$ cat src/rtl/imm_gen_pipe_if.sv
// Handshake bundle for the immediate-generation stage: upstream beat in,
// decoded immediate/target beat out.
interface imm_gen_pipe_if #(
   parameter int unsigned XLEN = 32
);
   logic            in_valid;
   logic            in_ready;
   logic [31:0]     in_instr;
   logic [XLEN-1:0] in_pc;
   logic            out_valid;
   logic            out_ready;
   logic [XLEN-1:0] out_imm;
   logic [2:0]      out_fmt;
   logic [XLEN-1:0] out_target;
   logic [XLEN-1:0] out_pc;
   logic            out_illegal;

   // Environment side: feeds instructions, consumes results.
   modport master (
      output in_valid, in_instr, in_pc, out_ready,
      input  in_ready, out_valid, out_imm, out_fmt, out_target, out_pc, out_illegal
   );

   // Stage side.
   modport slave (
      input  in_valid, in_instr, in_pc, out_ready,
      output in_ready, out_valid, out_imm, out_fmt, out_target, out_pc, out_illegal
   );
endinterface

$ cat src/rtl/imm_gen_pipe.sv
// Decode-stage immediate generator: format classify, immediate extend and
// pc+imm target, registered behind a valid/ready port with optional skid entry.
module imm_gen_pipe #(
   parameter int unsigned XLEN = 32,
   parameter bit          SKID = 1'b1
) (
   input  logic         clk,
   input  logic         rst_n,
   input  logic         flush,
   imm_gen_pipe_if.slave bus
);

   typedef enum logic [2:0] {
      FMT_R   = 3'd0,
      FMT_I   = 3'd1,
      FMT_S   = 3'd2,
      FMT_B   = 3'd3,
      FMT_J   = 3'd4,
      FMT_U   = 3'd5,
      FMT_ILL = 3'd7
   } fmt_e;

   typedef struct packed {
      logic [XLEN-1:0] imm;
      logic [XLEN-1:0] target;
      logic [XLEN-1:0] pc;
      fmt_e            fmt;
      logic            illegal;
   } beat_t;

   // Bit 0 is "output register valid", bit 1 is "skid entry valid".
   typedef enum logic [1:0] {
      OCC_EMPTY = 2'b00,
      OCC_ONE   = 2'b01,
      OCC_FULL  = 2'b11
   } occ_e;

   logic [31:0] instr;
   beat_t       dec;
   beat_t       out_q;
   beat_t       skid_q;
   occ_e        occ_q;
   occ_e        occ_d;
   logic        in_ready;
   logic        accept;
   logic        drain;
   logic        load_out;
   logic        load_skid;
   logic        from_skid;

   assign instr = bus.in_instr;

   always_comb begin
      dec         = '0;
      dec.fmt     = FMT_ILL;
      dec.illegal = 1'b1;
      dec.pc      = bus.in_pc;
      case (instr[6:0])
         7'b0010011: begin
            dec.fmt     = FMT_I;
            dec.illegal = 1'b0;
            if (instr[14:12] == 3'b001 || instr[14:12] == 3'b101) begin
               dec.imm = (XLEN == 64) ? XLEN'(instr[25:20]) : XLEN'(instr[24:20]);
            end else begin
               dec.imm = XLEN'($signed(instr[31:20]));
            end
         end
         7'b0000011, 7'b1100111, 7'b1110011: begin
            dec.fmt     = FMT_I;
            dec.illegal = 1'b0;
            dec.imm     = XLEN'($signed(instr[31:20]));
         end
         7'b0100011: begin
            dec.fmt     = FMT_S;
            dec.illegal = 1'b0;
            dec.imm     = XLEN'($signed({instr[31:25], instr[11:7]}));
         end
         7'b1100011: begin
            dec.fmt     = FMT_B;
            dec.illegal = 1'b0;
            dec.imm     = XLEN'($signed({instr[31], instr[7], instr[30:25], instr[11:8], 1'b0}));
         end
         7'b1101111: begin
            dec.fmt     = FMT_J;
            dec.illegal = 1'b0;
            dec.imm     = XLEN'($signed({instr[31], instr[19:12], instr[20], instr[30:21], 1'b0}));
         end
         7'b0110111, 7'b0010111: begin
            dec.fmt     = FMT_U;
            dec.illegal = 1'b0;
            dec.imm     = XLEN'($signed({instr[31:12], 12'b0}));
         end
         7'b0110011: begin
            dec.fmt     = FMT_R;
            dec.illegal = 1'b0;
         end
         default: ;
      endcase
      dec.target = bus.in_pc + dec.imm;
   end

   generate
      if (SKID) begin : g_skid
         assign in_ready = ~occ_q[1];
      end else begin : g_noskid
         assign in_ready = bus.out_ready | ~occ_q[0];
      end
   endgenerate

   assign accept = bus.in_valid & in_ready;
   assign drain  = occ_q[0] & bus.out_ready;

   always_ff @(posedge clk or negedge rst_n) begin
      if (!rst_n) begin
         occ_q <= OCC_EMPTY;
      end else begin
         occ_q <= occ_d;
      end
   end

   // Without SKID in_ready is low whenever ONE stalls, so FULL is never entered.
   always_comb begin
      occ_d     = occ_q;
      load_out  = 1'b0;
      load_skid = 1'b0;
      from_skid = 1'b0;
      if (flush) begin
         occ_d = OCC_EMPTY;
      end else begin
         case (occ_q)
            OCC_EMPTY: begin
               if (accept) begin
                  load_out = 1'b1;
                  occ_d    = OCC_ONE;
               end
            end
            OCC_ONE: begin
               if (drain) begin
                  if (accept) begin
                     load_out = 1'b1;
                  end else begin
                     occ_d = OCC_EMPTY;
                  end
               end else if (accept) begin
                  load_skid = 1'b1;
                  occ_d     = OCC_FULL;
               end
            end
            OCC_FULL: begin
               if (drain) begin
                  load_out  = 1'b1;
                  from_skid = 1'b1;
                  occ_d     = OCC_ONE;
               end
            end
            default: occ_d = OCC_EMPTY;
         endcase
      end
   end

   always_ff @(posedge clk or negedge rst_n) begin
      if (!rst_n) begin
         out_q  <= '0;
         skid_q <= '0;
      end else begin
         if (load_out) begin
            out_q <= from_skid ? skid_q : dec;
         end
         if (load_skid) begin
            skid_q <= dec;
         end
      end
   end

   assign bus.in_ready    = in_ready;
   assign bus.out_valid   = occ_q[0];
   assign bus.out_imm     = out_q.imm;
   assign bus.out_fmt     = out_q.fmt;
   assign bus.out_target  = out_q.target;
   assign bus.out_pc      = out_q.pc;
   assign bus.out_illegal = out_q.illegal;

endmodule

$ cat src/flat_wrapper.sv
// flat-port wrapper written by rule: the top's interface ports become plain ports
module imm_gen_pipe_flat 
#(
   parameter int unsigned XLEN = 32,
   parameter bit          SKID = 1'b1
)
  (clk, rst_n, flush, bus_in_valid, bus_in_instr, bus_in_pc, bus_out_ready, bus_in_ready, bus_out_valid, bus_out_imm, bus_out_fmt, bus_out_target, bus_out_pc, bus_out_illegal);
  imm_gen_pipe_if #(.XLEN(XLEN)) bus_i ();
  input  logic clk;
  input  logic rst_n;
  input  logic flush;
  input wire logic [$bits(bus_i.in_valid)-1:0] bus_in_valid;
  input wire logic [$bits(bus_i.in_instr)-1:0] bus_in_instr;
  input wire logic [$bits(bus_i.in_pc)-1:0] bus_in_pc;
  input wire logic [$bits(bus_i.out_ready)-1:0] bus_out_ready;
  output wire logic [$bits(bus_i.in_ready)-1:0] bus_in_ready;
  output wire logic [$bits(bus_i.out_valid)-1:0] bus_out_valid;
  output wire logic [$bits(bus_i.out_imm)-1:0] bus_out_imm;
  output wire logic [$bits(bus_i.out_fmt)-1:0] bus_out_fmt;
  output wire logic [$bits(bus_i.out_target)-1:0] bus_out_target;
  output wire logic [$bits(bus_i.out_pc)-1:0] bus_out_pc;
  output wire logic [$bits(bus_i.out_illegal)-1:0] bus_out_illegal;
  assign bus_i.in_valid = bus_in_valid;
  assign bus_i.in_instr = bus_in_instr;
  assign bus_i.in_pc = bus_in_pc;
  assign bus_i.out_ready = bus_out_ready;
  assign bus_in_ready = bus_i.in_ready;
  assign bus_out_valid = bus_i.out_valid;
  assign bus_out_imm = bus_i.out_imm;
  assign bus_out_fmt = bus_i.out_fmt;
  assign bus_out_target = bus_i.out_target;
  assign bus_out_pc = bus_i.out_pc;
  assign bus_out_illegal = bus_i.out_illegal;
  imm_gen_pipe #(.XLEN(XLEN), .SKID(SKID)) u_core (.clk(clk), .rst_n(rst_n), .flush(flush), .bus(bus_i));
endmodule
$ cat config.mk
export PLATFORM = sky130hd
export DESIGN_NAME = imm_gen_pipe_flat
export DESIGN_NICKNAME = d
export VERILOG_FILES = /design/src/rtl/imm_gen_pipe_if.sv /design/src/rtl/imm_gen_pipe.sv /design/src/flat_wrapper.sv
export SDC_FILE = /design/constraint.sdc
export NUM_CORES = 1
export LEC_CHECK = 0
export ABC_AREA = 1
export ABC_CLOCK_PERIOD_IN_PS = 4350
export BUFFER_PORTS_ARGS = -buffer_cell sky130_fd_sc_hd__buf_2
export CAP_MARGIN = 40
export CORE_ASPECT_RATIO = 0.6
export CORE_MARGIN = 4
export CORE_UTILIZATION = 32
export CTS_CLUSTER_DIAMETER = 80
export DETAILED_ROUTE_END_ITERATION = 12
export HOLD_SLACK_MARGIN = 0.02
export PLACE_DENSITY = 0.61
export SLEW_MARGIN = 0
export SYNTH_ARGS = -nofsm -noshare
export SYNTH_HDL_FRONTEND = slang
export SYNTH_SLANG_ARGS = --single-unit
$ cat constraint.sdc
create_clock -name clk -period 4.35 [get_ports clk]
set_input_delay 0.2175 -clock clk [delete_from_list [all_inputs] [get_ports clk]]
set_output_delay 0.2175 -clock clk [all_outputs]
set_load 0.05 [all_outputs]
==> impl_metrics.prom, run 1 <==
# TYPE chip_impl_metric gauge
chip_impl_info{name="status",value="complete, no violations"} 1
chip_impl_metric{name="final_hold_viol_count",unit=""} 0
chip_impl_metric{name="worst_pin_slew",unit="ns"} 0.8006
chip_impl_metric{name="post-route-min-period",unit="ns"} 3.233
chip_impl_metric{name="totalPowerFinal",unit="mW"} 8.839
chip_impl_metric{name="pwr-share-seq",unit=""} 0.360
chip_impl_metric{name="final_antenna_net_count",unit=""} 0
chip_impl_metric{name="worstRegToRegCells",unit=""} 9
chip_impl_metric{name="max_cap_viol_count",unit=""} 0
chip_impl_metric{name="core_area",unit="sq um"} 34950
chip_impl_metric{name="power_switching_share",unit=""} 0.4433
chip_impl_metric{name="global_route.usage.total",unit=""} 0.2092
chip_impl_metric{name="cts_num_sinks",unit=""} 202
chip_impl_metric{name="gp_congestion",unit=""} 0.9862
chip_impl_metric{name="synth.ff_latch_count",unit=""} 202
chip_impl_metric{name="clockPowerShare",unit=""} 0.239
chip_impl_metric{name="nets",unit=""} 1842
chip_impl_metric{name="worstPathMaxFanout",unit=""} 7
chip_impl_metric{name="power_per_cell_area",unit="nW/um^2"} 641.6
chip_impl_metric{name="nFillCells",unit=""} 3616
chip_impl_metric{name="io_pins",unit=""} 171
chip_impl_metric{name="postRouteWirelength",unit="mm"} 41.28
chip_impl_metric{name="syn_nets",unit=""} 1660
chip_impl_metric{name="power.ir.vdd_worst",unit="uV"} 438.9
chip_impl_metric{name="pre_cts_ws",unit="ns"} 0.6576
chip_impl_metric{name="post_synth_inst_count",unit=""} 1555
chip_impl_metric{name="dpl.hpwl",unit="mm"} 30.94
chip_impl_info{name="top_reg_cell_synth",value="dfrtp_1"} 1
chip_impl_metric{name="post_cts_buffers",unit=""} 0
chip_impl_metric{name="via_per_inst",unit=""} 4.961
chip_impl_info{name="timing.critical_path.to_type",value="flop"} 1
chip_impl_metric{name="die-area",unit="sq um"} 38510
chip_impl_metric{name="required",unit="ns"} 4.75
chip_impl_metric{name="cts_buffer_count",unit=""} 22
chip_impl_metric{name="clock_tree.buffer_depth",unit=""} 3
chip_impl_metric{name="synthesis.yosys.warnings",unit=""} 0
chip_impl_metric{name="chipWidth",unit="um"} 250.7
chip_impl_info{name="clk_root_buf",value="clkbuf_16"} 1
chip_impl_metric{name="area.growth.synth_to_final",unit="%"} 21.83
chip_impl_metric{name="number_of_enable_flip_flop_cells_after_synthesis",unit=""} 0
chip_impl_metric{name="post_layout_nonfiller_instances",unit=""} 2220
chip_impl_info{name="critPathKind",value="primary input to flop"} 1
chip_impl_metric{name="setup_skew_after_layout",unit="ns"} 0.01715
chip_impl_metric{name="clkTransAtPathRegs",unit="ns"} 0.07
chip_impl_metric{name="site_row_count",unit=""} 53
chip_impl_info{name="r2r_end",value="u_core.bus.out_target[16]$_DFFE_PN0P_"} 1
chip_impl_metric{name="grt_max_degree",unit=""} 93
chip_impl_metric{name="share_of_post_route_cells_with_drive_strength_above_1",unit=""} 0.1398
chip_impl_metric{name="post_synth_design_cell_area",unit="sq um"} 11310
chip_impl_info{name="critPathCapture",value="u_core.bus.out_target[22]$_DFFE_PN0P_"} 1
chip_impl_metric{name="fin_util",unit=""} 0.3942
chip_impl_metric{name="hold-worst-slack",unit="ns"} 0.03156
chip_impl_metric{name="post_dp_cell_area",unit="sq um"} 12560
chip_impl_metric{name="route.detailed.wl_per_inst",unit="um"} 18.59
chip_impl_metric{name="r2r_setup_slk",unit="ns"} 1.26
chip_impl_metric{name="holdBufCountCts",unit=""} 41
chip_impl_metric{name="yosysUniqueCellTypes",unit=""} 39
chip_impl_metric{name="port-buffer-count",unit=""} 170
chip_impl_metric{name="slew-limit-headroom",unit=""} 0.4662
chip_impl_info{name="timing.rr.start",value="u_core.occ_q[1]$_DFFE_PN0P_"} 1
chip_impl_metric{name="grt_pass1_wl",unit="mm"} 63.00
chip_impl_metric{name="remaining_drc_errors",unit=""} 0
chip_impl_metric{name="power.switching",unit="mW"} 3.919
chip_impl_metric{name="report.final.setup_viol",unit=""} 0
chip_impl_info{name="mostFrequentLayoutCells",value="nand2_1 (565), dfrtp_1 (202), nor2_1 (176)"} 1
chip_impl_metric{name="cell_internal_pwr",unit="mW"} 4.921
chip_impl_metric{name="die_height",unit="um"} 153.6
chip_impl_metric{name="via_count_of_the_first_global_routing_pass",unit=""} 10340
chip_impl_metric{name="drt_iter0_markers",unit=""} 1111
chip_impl_metric{name="synthArstFlopShare",unit=""} 1.000
chip_impl_metric{name="detailedRoute.firstPassIterationCount",unit=""} 5
chip_impl_metric{name="cts_max_level",unit=""} 1
chip_impl_metric{name="worstPathArrival",unit="ns"} 3.64
chip_impl_metric{name="timing.fmax",unit="GHz"} 0.3093
chip_impl_metric{name="yosysSeqAreaShare",unit=""} 0.4470
chip_impl_metric{name="starting_density_of_the_core",unit=""} 0.3236
chip_impl_metric{name="drv_slew",unit=""} 0
chip_impl_metric{name="finalSetupTns",unit="ns"} 0
chip_impl_info{name="worstSetupStartpoint",value="bus_in_instr[0]"} 1
chip_impl_metric{name="route.vias.total",unit=""} 11010
chip_impl_info{name="tritoncts_clock_tree",value="done"} 1
chip_impl_metric{name="placed_cells",unit=""} 2139
chip_impl_info{name="worst_setup_path_start_kind",value="primary input"} 1
chip_impl_metric{name="post_synth.cell_area_avg",unit="sq um"} 7.272
chip_impl_metric{name="grt_antenna_before_repair",unit=""} 1
chip_impl_metric{name="cellLeakagePower",unit="nW"} 7.297
chip_impl_metric{name="cts_resized",unit=""} 0
chip_impl_metric{name="grt_remaining_overflow",unit=""} 0
chip_impl_metric{name="pwr-share-comb",unit=""} 0.402
chip_impl_info{name="hp-class",value="primary input to flop"} 1
chip_impl_metric{name="post-route-cell-area",unit="sq um"} 13780
chip_impl_info{name="most_common_cell_after_layout_fill_and_taps_aside",value="nand2_1"} 1
chip_impl_metric{name="post-route-worst-setup-slack",unit="ns"} 1.117
chip_impl_info{name="rsz_0062_raised_after_global_routing",value="no"} 1
chip_impl_metric{name="clock_insertion_delay_worst_skew",unit="ns"} 0.53
chip_impl_metric{name="post-route-period-util",unit=""} 0.7433
worst max-delay path, cell delays in order:
cell	delay, ns
buf_2	0.08
nand2_1	0.13
nor2_2	0.28
nand2_1	0.16
nand3_1	0.29
nor2_1	0.07
o22ai_1	0.45
inv_1	0.13
fa_1	0.45
inv_1	0.14
nand3_1	0.08
nand2_1	0.13
nand2_1	0.06
nand2_1	0.11
nand3_1	0.08
nand2_1	0.25
nand2_1	0.12
nand3_1	0.14
nand3_1	0.10
nand2_1	0.10
nand2_1	0.05
sequential cells by signal, summed over array words and instances (netlist names):
register,flops
u_core.bus.out_pc,32
u_core.bus.out_fmt,3
u_core.bus.out_target,32
u_core.occ_q,2
u_core.bus.out_illegal,1
u_core.bus.out_imm,32
u_core.skid_q,100
power groups by stage:
stage | Sequential, mW | Combinational [mW] | Clock (mW)
after CTS | 3.18 | 3.58 | 2.16
final | 3.18 | 3.55 | 2.11
after global routing | 3.27 | 3.87 | 2.23
after floorplan | 4.47 | 1.28 | 0
after global placement | 3.18 | 3.50 | 0
after detailed placement | 3.20 | 3.53 | 0
worst min-delay path by stage:
stage | startpoint | end | cells past startpoint
detailed placement | rst_n | u_core.skid_q[3]$_DFFE_PN0P_ | 1
CTS | bus_in_instr[24] | u_core.skid_q[92]$_DFFE_PN0P_ | 3
global route | bus_in_instr[22] | u_core.skid_q[70]$_DFFE_PN0P_ | 3
floorplan | rst_n | u_core.bus.out_fmt[0]$_DFFE_PN0P_ | 0
global placement | rst_n | u_core.bus.out_target[5]$_DFFE_PN0P_ | 1
finish | bus_in_instr[22] | u_core.skid_q[70]$_DFFE_PN0P_ | 3
per-layer routing:
layer | GRT usage | up-vias | routed length, um | share of wire
li1 | - | 5387 | - | -
met1 | 0.3180 | 5197 | 20500 | 0.50
met2 | 0.2920 | 383 | 16270 | 0.39
met3 | 0.06729 | 46 | 3778 | 0.092
met4 | 0.03721 | 0 | 731 | 0.018
met5 | 0 | - | 0 | 0
synthesized netlist by cell type, types with 4 or more instances:
cell type	number	area (sq um)
nand2_1	566	2125
dfrtp_1	202	5055
nor2_1	176	660.6
inv_1	123	461.7
a21oi_1	101	505.5
o21ai_0	75	375.4
a31oi_1	70	437.9
nand3_1	57	285.3
ha_1	35	437.9
buf_2	32	160.2
clkbuf_1	25	93.84
nand4_1	9	56.30
nor3_1	8	40.04
o21a_1	7	52.55
o211ai_1	6	45.04
o21bai_1	6	45.04
xor2_1	6	52.55
o21ai_1	5	25.02
xnor2_1	5	43.79
buf_4	4	30.03
inv_2	4	15.01
nand2_4	4	45.04
or2_2	4	25.02
logic make-up (layout without fill, tap and decap cells):
family / after synthesis / after routing / synth area share
buf+inv: 194 / 391 / 0.07125
other cells: 0 / 1 / 0
xor+xnor: 11 / 11 / 0.008519
fa+ha+maj: 36 / 36 / 0.04050
flops: 202 / 202 / 0.4470
simple gates: 834 / 834 / 0.2938
compound gates: 278 / 278 / 0.1390
cell type report:
class,instances,area [sq um],area share
multi-input cells,1159,5468,0.3969
flip-flops and latches,202,5055,0.3669
repair buffers,225,1388,0.1007
clock buffers,32,659.4,0.04786
well taps,467,584.3,0.04241
inverters,127,479.2,0.03478
clock inverters,7,141.4,0.01026
diodes,1,2.502,0.0001816
No activity file was read; power rests on OpenSTA's default activity.
==> run 2: changes to the inputs <==
--- a/config.mk
+++ b/config.mk
@@ -5,8 +5,8 @@
 export SDC_FILE = /design/constraint.sdc
 export NUM_CORES = 1
 export LEC_CHECK = 0
-export ABC_AREA = 1
-export ABC_CLOCK_PERIOD_IN_PS = 4350
+export ABC_AREA = 0
+export ABC_CLOCK_PERIOD_IN_PS = 2900
 export BUFFER_PORTS_ARGS = -buffer_cell sky130_fd_sc_hd__buf_2
 export CAP_MARGIN = 40
 export CORE_ASPECT_RATIO = 0.6
@@ -15,7 +15,7 @@
 export CTS_CLUSTER_DIAMETER = 80
 export DETAILED_ROUTE_END_ITERATION = 12
 export HOLD_SLACK_MARGIN = 0.02
-export PLACE_DENSITY = 0.61
+export PLACE_DENSITY = 0.63
 export SLEW_MARGIN = 0
 export SYNTH_ARGS = -nofsm -noshare
 export SYNTH_HDL_FRONTEND = slang
==> constraint.sdc (replaced) <==
create_clock -name clk -period 2.9 [get_ports clk]
set_input_delay 0.145 -clock clk [delete_from_list [all_inputs] [get_ports clk]]
set_output_delay 0.145 -clock clk [all_outputs]
set_load 0.05 [all_outputs]
==> run 2 against run 1 <==
Net effect: hold slack improved by 0.011 ns; non-clock buffer count up 172; critical path type unchanged; die area is 7.2% lower; global-route usage is 1.4 points lower; cell area rose by 7.9%; combinational power grew 33%; critical path depth shrank 5; largest power group unchanged; area after synthesis is 7.5% lower; clock power up 53%; largest cell class unchanged; highest routed layer unchanged; first-iteration DRC count is 31% lower; register-to-register slack lost 0.81 ns; worst setup slack got worse by 1.0 ns.
==> impl_metrics.prom, run 2 <==
# TYPE chip_impl_metric gauge
chip_impl_info{name="critPathKind",value="primary input to flop"} 1
chip_impl_metric{name="power.ir.vdd_worst",unit="uV"} 557.5
chip_impl_metric{name="global_route.usage.total",unit=""} 0.1957
chip_impl_metric{name="cellLeakagePower",unit="nW"} 7.167
chip_impl_metric{name="route.detailed.wl_per_inst",unit="um"} 18.21
chip_impl_info{name="critical_path.slowest_cell",value="or3_4"} 1
chip_impl_metric{name="via_count_of_the_first_global_routing_pass",unit=""} 9582
chip_impl_metric{name="starting_density_of_the_core",unit=""} 0.3297
chip_impl_metric{name="synth-simple-area-share",unit=""} 0.1596
chip_impl_metric{name="detailroute.wirelength.met2",unit="mm"} 15.79
chip_impl_metric{name="grt_max_degree",unit=""} 102
chip_impl_metric{name="die-area",unit="sq um"} 35730
chip_impl_metric{name="io_pins",unit=""} 171
chip_impl_metric{name="totalPowerFinal",unit="mW"} 12.37
chip_impl_metric{name="post_synth_inst_count",unit=""} 1183
chip_impl_metric{name="core_area",unit="sq um"} 31720
chip_impl_info{name="hp-class",value="primary input to flop"} 1
chip_impl_metric{name="post-route-min-period",unit="ns"} 2.802
chip_impl_info{name="largest_reg_by_ff_count",value="u_core.skid_q"} 1
chip_impl_metric{name="detailedRoute.firstPassIterationCount",unit=""} 7
chip_impl_metric{name="grt_remaining_overflow",unit=""} 0
chip_impl_metric{name="wirelength_met1",unit="mm"} 17.44
chip_impl_info{name="status",value="complete, no violations"} 1
chip_impl_metric{name="fin_util",unit=""} 0.4687
chip_impl_metric{name="site_row_count",unit=""} 50
chip_impl_info{name="worst_setup_path_start_kind",value="primary input"} 1
chip_impl_metric{name="clock_insertion_delay_worst_skew",unit="ns"} 0.54
chip_impl_info{name="synth.most_common_cell",value="nand2_1"} 1
chip_impl_info{name="synth_commonest_cells",value="nand2_1 (219), dfrtp_1 (202), o21ai_0 (130)"} 1
chip_impl_metric{name="final_antenna_net_count",unit=""} 0
chip_impl_metric{name="cts_buffer_count",unit=""} 22
chip_impl_info{name="clk_root_buf",value="clkbuf_16"} 1
chip_impl_metric{name="post_dp_cell_area",unit="sq um"} 13030
chip_impl_metric{name="dpl.hpwl",unit="mm"} 26.24
chip_impl_metric{name="yosysUniqueCellTypes",unit=""} 58
chip_impl_info{name="tritoncts_clock_tree",value="done"} 1
chip_impl_metric{name="share_of_post_route_cells_with_drive_strength_above_1",unit=""} 0.3469
chip_impl_info{name="post-synth-top-area-cell",value="dfrtp_1"} 1
chip_impl_info{name="mostFrequentLayoutCells",value="nand2_1 (217), dfrtp_1 (202), buf_4 (175)"} 1
chip_impl_metric{name="synth-compound-area-share",unit=""} 0.1966
chip_impl_metric{name="port-buffer-count",unit=""} 170
chip_impl_metric{name="clock_tree.buffer_depth",unit=""} 3
chip_impl_metric{name="cts_max_level",unit=""} 1
chip_impl_metric{name="yosys.area.top_type_share",unit=""} 0.4833
chip_impl_info{name="synth_top_family_by_area",value="compound AO/OA/AOI/OAI gates"} 1
chip_impl_metric{name="power_per_cell_area",unit="nW/um^2"} 832.0
chip_impl_metric{name="cts_num_sinks",unit=""} 202
chip_impl_metric{name="timing.fmax",unit="GHz"} 0.3569
chip_impl_metric{name="drt_iter0_markers",unit=""} 763
chip_impl_metric{name="post-route-period-util",unit=""} 0.9661
chip_impl_info{name="list_of_cells_traversed_by_the_critical_path",value="buf_6 > or3_4 > buf_6 > o22ai_1 > buf_4 > a22oi_2 > inv_1 > ha_1 > buf_4 > nand2_1 > o21ai_0 > a21oi_1 > a21boi_2 > buf_4 > xor2_1 > o21ai_1"} 1
chip_impl_metric{name="yosysSeqAreaShare",unit=""} 0.4833
chip_impl_metric{name="max_reg_flops",unit=""} 100
chip_impl_metric{name="final_hold_viol_count",unit=""} 0
chip_impl_metric{name="postRouteWirelength",unit="mm"} 35.71
chip_impl_info{name="critPathMostFrequentCell",value="buf_4"} 1
chip_impl_metric{name="worst_pin_slew",unit="ns"} 0.7082
chip_impl_metric{name="nFillCells",unit=""} 2997
chip_impl_metric{name="post-route-cell-area",unit="sq um"} 14870
chip_impl_metric{name="clkTransAtPathRegs",unit="ns"} 0.06
chip_impl_metric{name="slew-limit-headroom",unit=""} 0.5229
chip_impl_metric{name="antennaDiodeCount",unit=""} 0
chip_impl_metric{name="post_synth.cell_area_avg",unit="sq um"} 8.841
chip_impl_metric{name="slowest_cell_delay_on_critical_path",unit="ns"} 0.42
chip_impl_metric{name="synth_xor_area_frac",unit=""} 0.02345
chip_impl_metric{name="setup_skew_after_layout",unit="ns"} 0.02249
chip_impl_metric{name="synthArstFlopShare",unit=""} 1.000
chip_impl_metric{name="chipWidth",unit="um"} 241.4
chip_impl_info{name="synth_area_leaders",value="dfrtp_1 (48%), nand2_1 (7.9%), o21ai_0 (6.2%), mux2_2 (4.8%), a21oi_1 (4.6%)"} 1
chip_impl_metric{name="route.vias.total",unit=""} 9945
chip_impl_metric{name="critical_path.n_buffers_inverters",unit=""} 6
chip_impl_metric{name="drv_slew",unit=""} 0
chip_impl_metric{name="max_cap_viol_count",unit=""} 0
chip_impl_metric{name="report.final.setup_viol",unit=""} 0
chip_impl_metric{name="post_synth_fa_ha_maj_area_fraction",unit=""} 0.04379
chip_impl_metric{name="finalSetupTns",unit="ns"} 0
chip_impl_metric{name="worstPathArrival",unit="ns"} 3.19
chip_impl_info{name="cp_top_family",value="compound AO/OA/AOI/OAI gates"} 1
chip_impl_metric{name="nets",unit=""} 1635
chip_impl_metric{name="synthesis.yosys.warnings",unit=""} 0
chip_impl_metric{name="area.growth.synth_to_final",unit="%"} 42.13
chip_impl_metric{name="die_height",unit="um"} 148.0
chip_impl_metric{name="synth_mux_area_frac",unit=""} 0.05132
chip_impl_info{name="most_common_cell_after_layout_fill_and_taps_aside",value="nand2_1"} 1
chip_impl_metric{name="remaining_drc_errors",unit=""} 0
chip_impl_metric{name="hold-worst-slack",unit="ns"} 0.04279
chip_impl_metric{name="gp_congestion",unit=""} 0.9021
chip_impl_metric{name="grt_antenna_before_repair",unit=""} 0
chip_impl_metric{name="grt_pass1_wl",unit="mm"} 55.30
chip_impl_info{name="rsz_0062_raised_after_global_routing",value="yes"} 1
chip_impl_metric{name="wl_met3",unit="mm"} 1.882
chip_impl_metric{name="syn_nets",unit=""} 1288
chip_impl_metric{name="worstPathMaxFanout",unit=""} 7
chip_impl_info{name="top_layer_used",value="met4"} 1
chip_impl_metric{name="synth.ff_latch_count",unit=""} 202
chip_impl_metric{name="required",unit="ns"} 3.29
chip_impl_info{name="top_reg_cell_synth",value="dfrtp_1"} 1
chip_impl_metric{name="number_of_enable_flip_flop_cells_after_synthesis",unit=""} 0
chip_impl_metric{name="via_per_inst",unit=""} 5.071
chip_impl_info{name="timing.critical_path.to_type",value="flop"} 1
chip_impl_metric{name="post_synth_design_cell_area",unit="sq um"} 10460
run 2: worst paths after layout:
| kind | from | endpoint | slack (ns) | cells after the start |
|---|---|---|---|---|
| max reg2reg | u_core.occ_q[1]$_DFFE_PN0P_ | u_core.bus.out_imm[17]$_DFFE_PN0P_ | 0.45 | 8 |
| min | bus_in_instr[27] | u_core.skid_q[75]$_DFFE_PN0P_ | 0.04 | 4 |
| min in group asynchronous | rst_n | u_core.bus.out_target[2]$_DFFE_PN0P_ | 0.20 | 2 |
| max in group asynchronous | rst_n | u_core.bus.out_imm[15]$_DFFE_PN0P_ | 1.80 | 3 |
| min reg2reg | u_core.skid_q[61]$_DFFE_PN0P_ | u_core.skid_q[61]$_DFFE_PN0P_ | 0.47 | 2 |
| max | bus_in_instr[3] | u_core.skid_q[56]$_DFFE_PN0P_ | 0.1 | 16 |
run 2: cell families after synthesis:
| family | after synthesis |
|---|---|
| AND/OR/NAND/NOR | 401 |
| AO/OA/AOI/OAI | 352 |
| flip-flops | 202 |
| buffers and inverters | 116 |
| multiplexers | 48 |
| adder cells (fa/ha/maj) | 36 |
| XOR/XNOR | 28 |
run 2: timing repair:
action	CTS	global route
hold buffers	41	0
setup buffers	2	12
pin swaps	8	28
endpoints found under the hold margin	141	0
setup endpoints to repair	29	38
resized for setup	18	84
cloned	0	1
run 2: cell type report:
type / instances / area, sq um / area share
inverters: 42 / 157.7 / 0.01061
flip-flops and latches: 202 / 5055 / 0.3400
repair buffers: 397 / 2788 / 0.1875
well taps: 416 / 520.5 / 0.03501
multi-input cells: 865 / 5525 / 0.3717
clock inverters: 15 / 251.5 / 0.01692
clock buffers: 24 / 568.0 / 0.03821
run 2: routing by layer:
layer	global-route usage	vias to the layer above
met2	0.2982	269
met1	0.2950	4813
li1	-	4820
met5	0	-
met4	0.03181	0
met3	0.03580	43
run 2: where the power goes:
part	leakage [nW]	switching, mW	internal, mW
registers	2.52	0.566	3.87
clock network	0.397	1.26	1.97
logic	4.25	3.31	1.40
total	7.17	5.14	7.23
run 2: worst reg2reg max path, stage by stage (launching register included):
cell and delay [ns]:
dfrtp_1 0.44, inv_1 0.13, ha_1 0.25, a21oi_1 0.09, or2_1 0.27, a211o_2 0.46, buf_4 0.37, nand2_1 0.19
o21ai_0 0.10
run 2: metrics by stage:
stage	std cells	worst slack (ns)
2_1_floorplan	1183	-0.2979
3_3_place_gp	1866	-0.6830
3_5_place_dp	1866	-0.7677
4_1_cts	1948	0.009969
5_1_grt	1961	-0.05311
6_report	1961	0.09817
